[config.mk]
export PLATFORM = sky130hd
export DESIGN_NAME = clk_ratio_meter_flat
export DESIGN_NICKNAME = d
export VERILOG_FILES = /design/src/rtl/clk_ratio_meter_pkg.sv /design/src/rtl/clk_ratio_meter_if.sv /design/src/rtl/clk_ratio_meter_sync_edge_det.sv /design/src/rtl/clk_ratio_meter.sv /design/src/flat_wrapper.sv
export SDC_FILE = /design/constraint.sdc
export NUM_CORES = 1
export LEC_CHECK = 0
export CAP_MARGIN = 20
export CORE_MARGIN = 1.5
export CORE_UTILIZATION = 50
export DETAILED_ROUTE_END_ITERATION = 16
export PLACE_DENSITY = 0.73
export SLEW_MARGIN = 20
export SYNTH_ARGS = -nofsm -noshare
export SYNTH_HDL_FRONTEND = slang
export SYNTH_HIERARCHICAL = 1
export SYNTH_SLANG_ARGS = --single-unit
[constraint.sdc]
create_clock -name clk_in -period 3.7 [get_ports clk_in]
set_input_delay 0.74 -clock clk_in [delete_from_list [all_inputs] [get_ports clk_in]]
set_output_delay 0.74 -clock clk_in [all_outputs]
set_load 0.005 [all_outputs]
[src/rtl/clk_ratio_meter_pkg.sv]
// Shared types and constants for the clock-ratio meter and related pin-sampling logic.
package mcu_clk_pkg;

  typedef enum logic [1:0] {
    IDLE = 2'd0,
    ARM  = 2'd1,
    MEAS = 2'd2
  } meter_state_t;

  localparam int SYNC_STAGES_MIN = 2;

  // All-ones value for a counter of width w. A 32-bit shift wraps to 0 at w=32, so the result is still all ones.
  function automatic logic [31:0] CNT_MAX(input int w);
    return (32'd1 << w) - 32'd1;
  endfunction

endpackage

[src/rtl/clk_ratio_meter_if.sv]
// Signal bundle between the meter and its user: measured input in, results out.
interface clk_ratio_meter_if #(
  parameter int CNT_W = 16
);
  logic                      en;
  logic                      clk_meas;
  logic [CNT_W-1:0]          period_o;
  logic [CNT_W-1:0]          high_o;
  logic                      valid_o;
  logic                      timeout_o;
  mcu_clk_pkg::meter_state_t state_o;

  // valid_o is a one-cycle strobe with no ready: period_o/high_o change only in
  // the cycle valid_o is high and hold otherwise, so a consumer may sample them
  // on the strobe or any later cycle.
  modport master (
    output en, clk_meas,
    input  period_o, high_o, valid_o, timeout_o, state_o
  );

  modport slave (
    input  en, clk_meas,
    output period_o, high_o, valid_o, timeout_o, state_o
  );
endinterface

[src/rtl/clk_ratio_meter_sync_edge_det.sv]
// Multi-flop synchroniser for an asynchronous pin with one-cycle rise and fall pulses.
module sync_edge_det #(
  parameter int STAGES = 2
) (
  input  logic clk_in,
  input  logic rst_n,
  input  logic d,
  output logic rise_o,
  output logic fall_o
);
  logic [STAGES-1:0] sync_q;
  logic              s_d;
  logic              s;

  always_ff @(posedge clk_in or negedge rst_n) begin
    if (!rst_n) begin
      sync_q <= '0;
      s_d    <= 1'b0;
    end else begin
      sync_q <= {sync_q[STAGES-2:0], d};
      s_d    <= sync_q[STAGES-1];
    end
  end

  assign s      = sync_q[STAGES-1];
  assign rise_o = s & ~s_d;
  assign fall_o = ~s & s_d;
endmodule

[src/rtl/clk_ratio_meter.sv]
// Measures period and high time of an asynchronous clk_meas in clk_in cycles,
// reporting each completed period with a one-cycle valid strobe.
module clk_ratio_meter
  import mcu_clk_pkg::*;
#(
  parameter int CNT_W       = 16,
  parameter int SYNC_STAGES = 2
) (
  input  logic             clk_in,
  input  logic             rst_n,
  clk_ratio_meter_if.slave bus
);
  localparam int               STAGES_EFF = (SYNC_STAGES < SYNC_STAGES_MIN) ? SYNC_STAGES_MIN : SYNC_STAGES;
  localparam logic [CNT_W-1:0] CNT_TOP    = CNT_W'(CNT_MAX(CNT_W));
  localparam logic [CNT_W-1:0] CNT_ONE    = CNT_W'(1);

  logic             rise;
  logic             fall;
  meter_state_t     state;
  logic [CNT_W-1:0] cnt;
  logic [CNT_W-1:0] high_lat;
  logic             high_seen;
  logic [CNT_W-1:0] period_q;
  logic [CNT_W-1:0] high_q;
  logic             valid_q;
  logic             timeout_q;

  sync_edge_det #(.STAGES(STAGES_EFF)) u_sync (
    .clk_in (clk_in),
    .rst_n  (rst_n),
    .d      (bus.clk_meas),
    .rise_o (rise),
    .fall_o (fall)
  );

  always_ff @(posedge clk_in or negedge rst_n) begin
    if (!rst_n) begin
      state     <= IDLE;
      cnt       <= '0;
      high_lat  <= '0;
      high_seen <= 1'b0;
      period_q  <= '0;
      high_q    <= '0;
      valid_q   <= 1'b0;
      timeout_q <= 1'b0;
    end else begin
      valid_q <= 1'b0;
      // Dropping enable beats every other event, including a same-cycle rise.
      if (!bus.en) begin
        state     <= IDLE;
        cnt       <= '0;
        high_seen <= 1'b0;
        timeout_q <= 1'b0;
      end else begin
        case (state)
          IDLE: state <= ARM;
          ARM: begin
            // After a timeout cnt parks at its ceiling here until the next rise.
            if (rise) begin
              cnt       <= CNT_ONE;
              high_seen <= 1'b0;
              state     <= MEAS;
            end
          end
          MEAS: begin
            if (rise) begin
              period_q  <= cnt;
              high_q    <= high_seen ? high_lat : cnt;
              valid_q   <= 1'b1;
              timeout_q <= 1'b0;
              cnt       <= CNT_ONE;
              high_seen <= 1'b0;
            end else if (cnt == CNT_TOP) begin
              timeout_q <= 1'b1;
              state     <= ARM;
            end else begin
              cnt <= cnt + CNT_ONE;
              if (fall) begin
                high_lat  <= cnt;
                high_seen <= 1'b1;
              end
            end
          end
          default: state <= IDLE;
        endcase
      end
    end
  end

  assign bus.period_o  = period_q;
  assign bus.high_o    = high_q;
  assign bus.valid_o   = valid_q;
  assign bus.timeout_o = timeout_q;
  assign bus.state_o   = state;
endmodule

[src/flat_wrapper.sv]
// flat-port wrapper written by rule: the top's interface ports become plain ports
module clk_ratio_meter_flat import mcu_clk_pkg::*;
#(
  parameter int CNT_W       = 16,
  parameter int SYNC_STAGES = 2
)
  (clk_in, rst_n, bus_en, bus_clk_meas, bus_period_o, bus_high_o, bus_valid_o, bus_timeout_o, bus_state_o);
  clk_ratio_meter_if #(.CNT_W(CNT_W)) bus_i ();
  input  logic clk_in;
  input  logic rst_n;
  input wire logic [$bits(bus_i.en)-1:0] bus_en;
  input wire logic [$bits(bus_i.clk_meas)-1:0] bus_clk_meas;
  output wire logic [$bits(bus_i.period_o)-1:0] bus_period_o;
  output wire logic [$bits(bus_i.high_o)-1:0] bus_high_o;
  output wire logic [$bits(bus_i.valid_o)-1:0] bus_valid_o;
  output wire logic [$bits(bus_i.timeout_o)-1:0] bus_timeout_o;
  output wire logic [$bits(bus_i.state_o)-1:0] bus_state_o;
  assign bus_i.en = bus_en;
  assign bus_i.clk_meas = bus_clk_meas;
  assign bus_period_o = bus_i.period_o;
  assign bus_high_o = bus_i.high_o;
  assign bus_valid_o = bus_i.valid_o;
  assign bus_timeout_o = bus_i.timeout_o;
  assign bus_state_o = bus_i.state_o;
  clk_ratio_meter #(.CNT_W(CNT_W), .SYNC_STAGES(SYNC_STAGES)) u_core (.clk_in(clk_in), .rst_n(rst_n), .bus(bus_i));
endmodule
==> run summary, run 1 <==
Buffers added to address setup during post-CTS repair amount to 0. The most instantiated flip-flop cell in the synthesis netlist was dfrtp_1. The run gives 0.35 ns as the source-to-sink clock delay at the later pin of the worst-skew pair. After floorplanning, the core was sized to cover 6350 um2.

Remaining number of nets flagged by the antenna check after routing: 0. Proportion of netlist area held by the largest area contributor: 0.5490. The setup-violating endpoint count in the final report is 0. The peak fanout along the critical path works out to 10. The worst clock skew on the final layout is 0.008616 ns, and the via count of the first global-routing pass is 2240. TritonCTS built the clock tree. Summing every instance area after synthesis gives 3282 um2. A synthesized cell averages 11.32 um2.

The worst stage delay on the critical path came out at 0.64 ns. Across the VDD grid, the largest voltage drop is 251.0 uV. The critical path in this run is classified as input pin to flip-flop. The fraction of layout cells with a size suffix above 1 is 0.1840.

For the largest net degree at the start of global routing, the log shows 39. The first global-routing pass estimated 11230 um of wire. The sort of element at the end of the critical path was a flip-flop. From bottom edge to top edge, the die measures 84.02 um. The first routing iteration left 134 violations. The netlist uses 48 different library cells. The congestion estimate from routability-driven global placement came to 0.8258.

The largest individual stage delay along the critical path comes from the cell clkdlybuf4s50_1. The cell taking the most area after synthesis was dfrtp_1. After legalization and detailed placement, the total HPWL measured 4361 um. For this run, design rule violations remaining after detail routing come to 0. The logs give 0.5168 for the effective utilization at floorplan and 2.86 ns for the arrival time of data at the critical path endpoint. The async set-or-reset flop fraction in the synthesized netlist is 1.000, and the time the worst path needs with I/O delays and setup is 2.628 ns.

Derived from the worst setup path, the maximum achievable clock frequency is 380.5 MHz. The sequential power share came out at 0.564. The switching power as a share of total power is 0.2472.

The net switching component of the power was 0.3553 mW; the number of top-level design ports was 40. The area growth from synthesis to layout works out to 17.99%. The tree built by TritonCTS fans out to 72 sinks. Max-cap violations in this run came to 0. The tools report the total chip power as 1.437 mW.

The run gives 0 as the count of final max-slew check failures. The tools report the row count as 29. Critical path launch point type: an input pin. The run finished with clean final reports. The setup TNS was 0 ns; the worst path required time was 3.93 ns. Length of the first detailed-routing pass in iterations: 4.

For this block, the via count after detailed routing is 2324. In this run, synthesis inferred 0 flip-flops with an integrated enable. Yosys printed 6 warnings.

The worst min-delay path category was input pin to asynchronous set/reset pin. The initial antenna violation count is 0, and the worst-margin pin slew is 0.9023 ns. The tools report the full die area as 7059 um2. The tools report the maximum level of the CTS H-tree as 3. The average routed wire per standard cell is 16.15 um, and the total power density per cell area is 371.1 nW/um2. Proportion of synthesized chip area in sequential cells: 0.5490. The routed design has 6510 um of wire.

In the post-synthesis netlist, the biggest area contributors are dfrtp_1, mux2_2, mux2i_1. In this run the clock root is driven by a clkbuf_8. The number of nets in the finished design was 326; the total CTS buffers was 9.

The clock share of power is 0.394. Synthesized instance count: 290. The combinational power share was 0.042; the number of hold-slack violations in the final timing report was 0. The count of state elements after synthesis was 72; the per-cell via count in the routed design was 5.767.

For the relative slew slack, the log shows 0.3985. Traced cell by cell, the critical path runs through clkdlybuf4s50_1 -> nor4bb_2 -> nand2_1 -> nor2_2 -> buf_4 -> mux2_2. Width of the chip: 84.02 um. Global routing finished with a remaining overflow of 0. The number of buffers inserted for hold repair after clock tree synthesis was 0; the number of diodes added for antenna fixing was 0. Summed over all cells, the static leakage comes to 1.655 nW. Counting every net in the synthesized netlist gives 295.

Port buffer count: 39. Buffer depth of the longest clock path: 2. Setup repair after global routing left no endpoint under its margin. The run gives 0.2031 as the combined global-route utilization of all metal layers. The clock slew seen by the registers of the worst setup and hold paths works out to 0.08 ns. The fraction of the cycle the final worst path needs is 0.7104, and the number of cells upsized or downsized after cts is 0. The total internal power was 1.082 mW.
per-layer routing:
layer | global-route usage | vias up | part of all wire
met5 | 0 | - | 0
met4 | 0.07004 | 0 | 0.011
met1 | 0.2946 | 1127 | 0.49
met3 | 0.05935 | 6 | 0.059
met2 | 0.2925 | 68 | 0.44
li1 | - | 1123 | -
sequential cells by signal (all words and copies together) (netlist names), 2 cells and up:
name	count
u_core/bus.high_o	16
u_core/high_lat	16
u_core/bus.period_o	16
u_core/cnt	16
u_core/bus.state_o	2
u_core/u_sync/sync_q	2
cells in the mapped netlist (all sizes together) (2+ instances only):
| master | instances |
|---|---|
| and3 | 4 |
| nor3 | 3 |
| nand4 | 9 |
| buf | 12 |
| a311oi | 2 |
| nor2b | 2 |
| a21o | 4 |
| or4 | 4 |
| a31oi | 8 |
| nor4 | 3 |
| nand2 | 30 |
| inv | 4 |
| mux2i | 16 |
| o41ai | 2 |
| mux2 | 28 |
| clkbuf | 13 |
| nor2 | 8 |
| dfrtp | 72 |
| a41oi | 3 |
| a21oi | 8 |
| o31ai | 2 |
| nand3 | 6 |
| or3 | 3 |
| o21ai | 25 |
| o211ai | 4 |
| o22a | 2 |
| and4 | 2 |
critical path, delay by kind of cell:
kind / cells / cell delay, ns
simple gates: 3 / 0.86
buf+inv: 2 / 0.90
mux: 1 / 0.35
power by group through the flow:
stage | combinational [mW] | sequential, mW | clock (mW)
floorplan | 0.0366 | 0.816 | 0
global placement | 0.0596 | 0.826 | 0
detailed placement | 0.0610 | 0.826 | 0
CTS | 0.0614 | 0.811 | 0.586
global route | 0.0668 | 0.813 | 0.619
finish | 0.0599 | 0.810 | 0.567
cell usage in the layout, fill, tap and decap left out, types with 7 or more instances in the layout:
cell type	n
o21ai_0	23
clkbuf_8	10
mux2_2	28
a21oi_1	8
nand4_1	8
clkdlybuf4s50_1	38
dfrtp_1	72
nand2_1	30
mux2i_1	16
a31oi_1	8
nor2_1	7
worst paths after layout:
kind	from	end	slack [ns]	cells past startpoint
worst max-delay path	bus_en	u_core/high_lat[9]$_DFFE_PN0P_	1.07	6
worst min-delay path	rst_n	u_core/bus.period_o[15]$_DFFE_PN0P_	0.35	1
worst max register to register	u_core/u_sync/sync_q[1]$_DFF_PN0_	u_core/bus.high_o[11]$_DFFE_PN0P_	1.20	5
worst min register to register	u_core/u_sync/sync_q[0]$_DFF_PN0_	u_core/u_sync/sync_q[1]$_DFF_PN0_	0.35	0
max in group asynchronous	rst_n	u_core/bus.period_o[6]$_DFFE_PN0P_	2.60	2
min in group clk_in	u_core/u_sync/sync_q[0]$_DFF_PN0_	u_core/u_sync/sync_q[1]$_DFF_PN0_	0.35	0
metrics by stage:
stage	instances	cell area [um2]	hold WS, ns	worst slack, ns	utilization
after global routing	403	3872	0.3588	0.9326	0.6099
after floorplan	290	3282	0.3312	1.394	-
after detailed placement	387	3691	0.3459	0.7208	0.5813
after global placement	387	3691	0.3354	0.7917	0.5813
after CTS	403	3872	0.3533	1.098	0.6099
final	403	3872	0.3477	1.072	0.6099
layout make-up:
| class | instances | area (um2) |
|---|---|---|
| Timing Repair Buffer | 45 | 430.4 |
| Inverter | 4 | 15.01 |
| Sequential cell | 72 | 1802 |
| Multi-Input combinational cell | 189 | 1348 |
| Fill cell | 517 | 2477 |
| Clock buffer | 10 | 137.6 |
| Tap cell | 77 | 96.34 |
| Clock inverter | 6 | 43.79 |
logic make-up (layout without fill, tap and decap cells):
kind of cell,count (synthesis),in the layout,share of synthesized area
AO/OA/AOI/OAI,64,64,0.1243
flip-flops,72,72,0.5490
AND/OR/NAND/NOR,80,80,0.1342
adder cells (fa/ha/maj),1,1,0.003812
buffers and inverters,29,65,0.04384
multiplexers,44,44,0.1449
Power figures use the tool's default switching activity.
==> run 2: changes to the inputs <==
- PLACE_DENSITY: 0.73 -> 0.76
- clock period: 3.7 -> 2.3 ns (I/O delays scaled with it)
==> run 2 against run 1 <==
Effect of this change:
- critical path depth fell by 1
- register-to-register slack got worse by 0.94 ns
- design area increased by 3.6%
- largest cell class unchanged
- sequential power increased by 59%
- combinational power rose by 90%
- sequential cell count unchanged
- die area is the same
- first-iteration DRC count grew 19%
- sequential share of layout area is 1.6 points lower
- clock skew increased by 0.0028 ns
- power grew 74%
==> run summary, run 2 (same netlist as run 1, synthesis figures left out) <==
For the maximum frequency from static timing analysis, the log shows 489.4 MHz. Compared with the post-synthesis result, the final layout area differs by 22.23%. TritonCTS built the clock tree.

After detailed routing, the number of remaining DRC violations is 0. The tree is rooted in a clkbuf_8. The tools report the cell total after placement as 397. Along the worst path, the maximum fanout reaches 12.

The wire length of the first global-routing pass is 11050 um. The count of final max-slew check failures is 0. The clock slew seen by the registers of the worst setup and hold paths came out at 0.08 ns. The length of the first detailed-routing pass in iterations is 4. The worst hold path belongs to the class input pin to asynchronous set/reset pin. Setup TNS: 0 ns. The worst path required time is 2.55 ns, and the per-cell via count in the routed design is 5.729. In the final layout, the multi-input gates occupy 1348 um2.

For the worst setup path, the data arrival time is 2.30 ns. The HPWL after detailed placement is 4340 um. The worst setup path is captured at a flip-flop. The setup path with the least slack is of type flip-flop to flip-flop.

Effective utilization at floorplan: 0.5168. The number of buffers inserted for hold repair after clock tree synthesis is 0, and the largest net degree at the start of global routing is 73. The core region is 6350 um2.

Count of non-filler cells in the finished layout: 413. The core utilization of the finished layout was 0.6317; the layout filler cell count was 505. The combined global-route utilization of all metal layers was 0.2007. The flow ran to the end, and the final reports show no timing, DRC or antenna violations. The initialized floorplan defines 29 standard-cell rows. After routing the design area is 4011 um2. The tools report the initial DRC count as 159. The floorplan die height was 84.02 um. The worst stage delay on the critical path is 0.57 ns. The fraction of the cycle the final worst path needs works out to 0.8884. The tools report the worst flop-to-flop path startpoint as u_core/cnt[1]$_DFFE_PN0P_.

On the final layout, the worst clock skew is 0.01146 ns. Count of max-cap constraint violations: 0. The number of cells upsized or downsized after cts came out at 0. Number of nets in the finished design: 336. Measured along the x axis, the die boundary spans 84.02 um. For the full die area, the log shows 7059 um2. The worst register-to-register path ends at u_core/cnt[2]$_DFFE_PN0P_.

The routability-driven placement congestion ratio was 0.8620. Dividing the detail-routed wire length by the instance count gives 15.82 um. The tools report the area taken by flip-flops and latches as 1802 um2. For the buffer depth of the longest clock path, the log shows 2. The time the worst path needs with I/O delays and setup came out at 2.043 ns. CTS saw 72 sinks.

Across the VDD grid, the largest voltage drop is 478.9 uV. The source-to-sink clock delay at the later pin of the worst-skew pair is 0.35 ns, and the relative slew slack is 0.5067. The post-place instance area was 3791 um2. Setup repair after global routing left no endpoint under its margin.

The library cell used most frequently in the layout, excluding fill and tap cells, is dfrtp_1. The number of setup buffers added after CTS is 0. STA classifies the critical path startpoint as a flip-flop. Overall via count from detail_route: 2366. For this design, the slowest cell found on the critical path is or4_4. Clock tree synthesis inserted a total of 9 buffers. Buffers placed on the I/O ports in this run total 39. The signal on the critical path passes through ha_1 -> nand4_1 -> or4_4 -> a21o_1 -> a31oi_1. In the layout the commonest cells are dfrtp_1, clkdlybuf4s50_1, nand2_1. Setup violations remaining at the end of the flow were counted as 0.

For the static leakage, the log shows 1.743 nW. The fraction of layout cells with a size suffix above 1 was 0.2083. The H-tree was split into 3 levels. The run gives 0 as the initial antenna violation count.

The number of hold-slack violations in the final timing report is 0, and the setup slack of the most critical reg-to-reg path is 0.26 ns. The count of nets left with antenna violations once routing finished came out at 0. The logs give 2.501 mW for the total chip power and 40 for the number of top-level design ports. Counting cells, the worst reg-to-reg path comes to 5.

For the number of diodes added for antenna fixing, the log shows 0. For this design the ratio of total power to cell area is 623.4 nW/um2. For the routed wire length, the log shows 6533 um.

The sum of overflow across all layers after global routing came out at 0. The via count of the first global-routing pass was 2231; the worst-margin pin slew was 0.7384 ns.
-- run 2: per-stage QoR --
step | hold WS (ns) | worst slack [ns]
floorplan | 0.1644 | 0.2664
global placement | 0.3350 | 0.1189
detailed placement | 0.3418 | 0.07815
CTS | 0.1335 | 0.2659
global route | 0.1507 | 0.1005
finish | 0.1251 | 0.2568
-- run 2: metal layers --
metal	track usage	vias up	share of wire
met4	0.07601	0	0.012
met5	0	-	0
met1	0.2935	1135	0.47
met2	0.2918	72	0.47
li1	-	1151	-
met3	0.04748	8	0.055
-- run 2: worst max path at each step --
stage,start,end,depth (start not counted),slack [ns]
final,u_core/cnt[1]$_DFFE_PN0P_,u_core/cnt[2]$_DFFE_PN0P_,5,0.26
after global routing,u_core/u_sync/sync_q[1]$_DFF_PN0_,u_core/cnt[8]$_DFFE_PN0P_,5,0.10
after CTS,u_core/cnt[1]$_DFFE_PN0P_,u_core/cnt[2]$_DFFE_PN0P_,5,0.27
after detailed placement,bus_en,u_core/high_lat[7]$_DFFE_PN0P_,6,0.08
after global placement,bus_en,u_core/high_lat[10]$_DFFE_PN0P_,6,0.12
after floorplan,u_core/u_sync/sync_q[1]$_DFF_PN0_,u_core/high_lat[10]$_DFFE_PN0P_,8,0.27
-- run 2: cell type report --
type                    instances  share of cell area
clock buffers                   9             0.03088
repair buffers                 55              0.1323
well taps                      77             0.02402
flip-flops and latches         72              0.4492
clock inverters                 7             0.02402
multi-input cells             189              0.3359
inverters                       4            0.003743
-- run 2: where the power goes --
part	internal, mW	total [mW]	switching (mW)
sequential	1.28	1.29	0.0154
combinational	0.0463	0.114	0.0677
clock	0.612	1.09	0.481
total	1.94	2.50	0.564
-- run 2: critical path, delay by kind of cell (launching register included) --
kind            cells  cell delay, ns
compound gates      2            0.39
flops               1            0.48
simple gates        2            0.79
fa+ha+maj           1            0.30
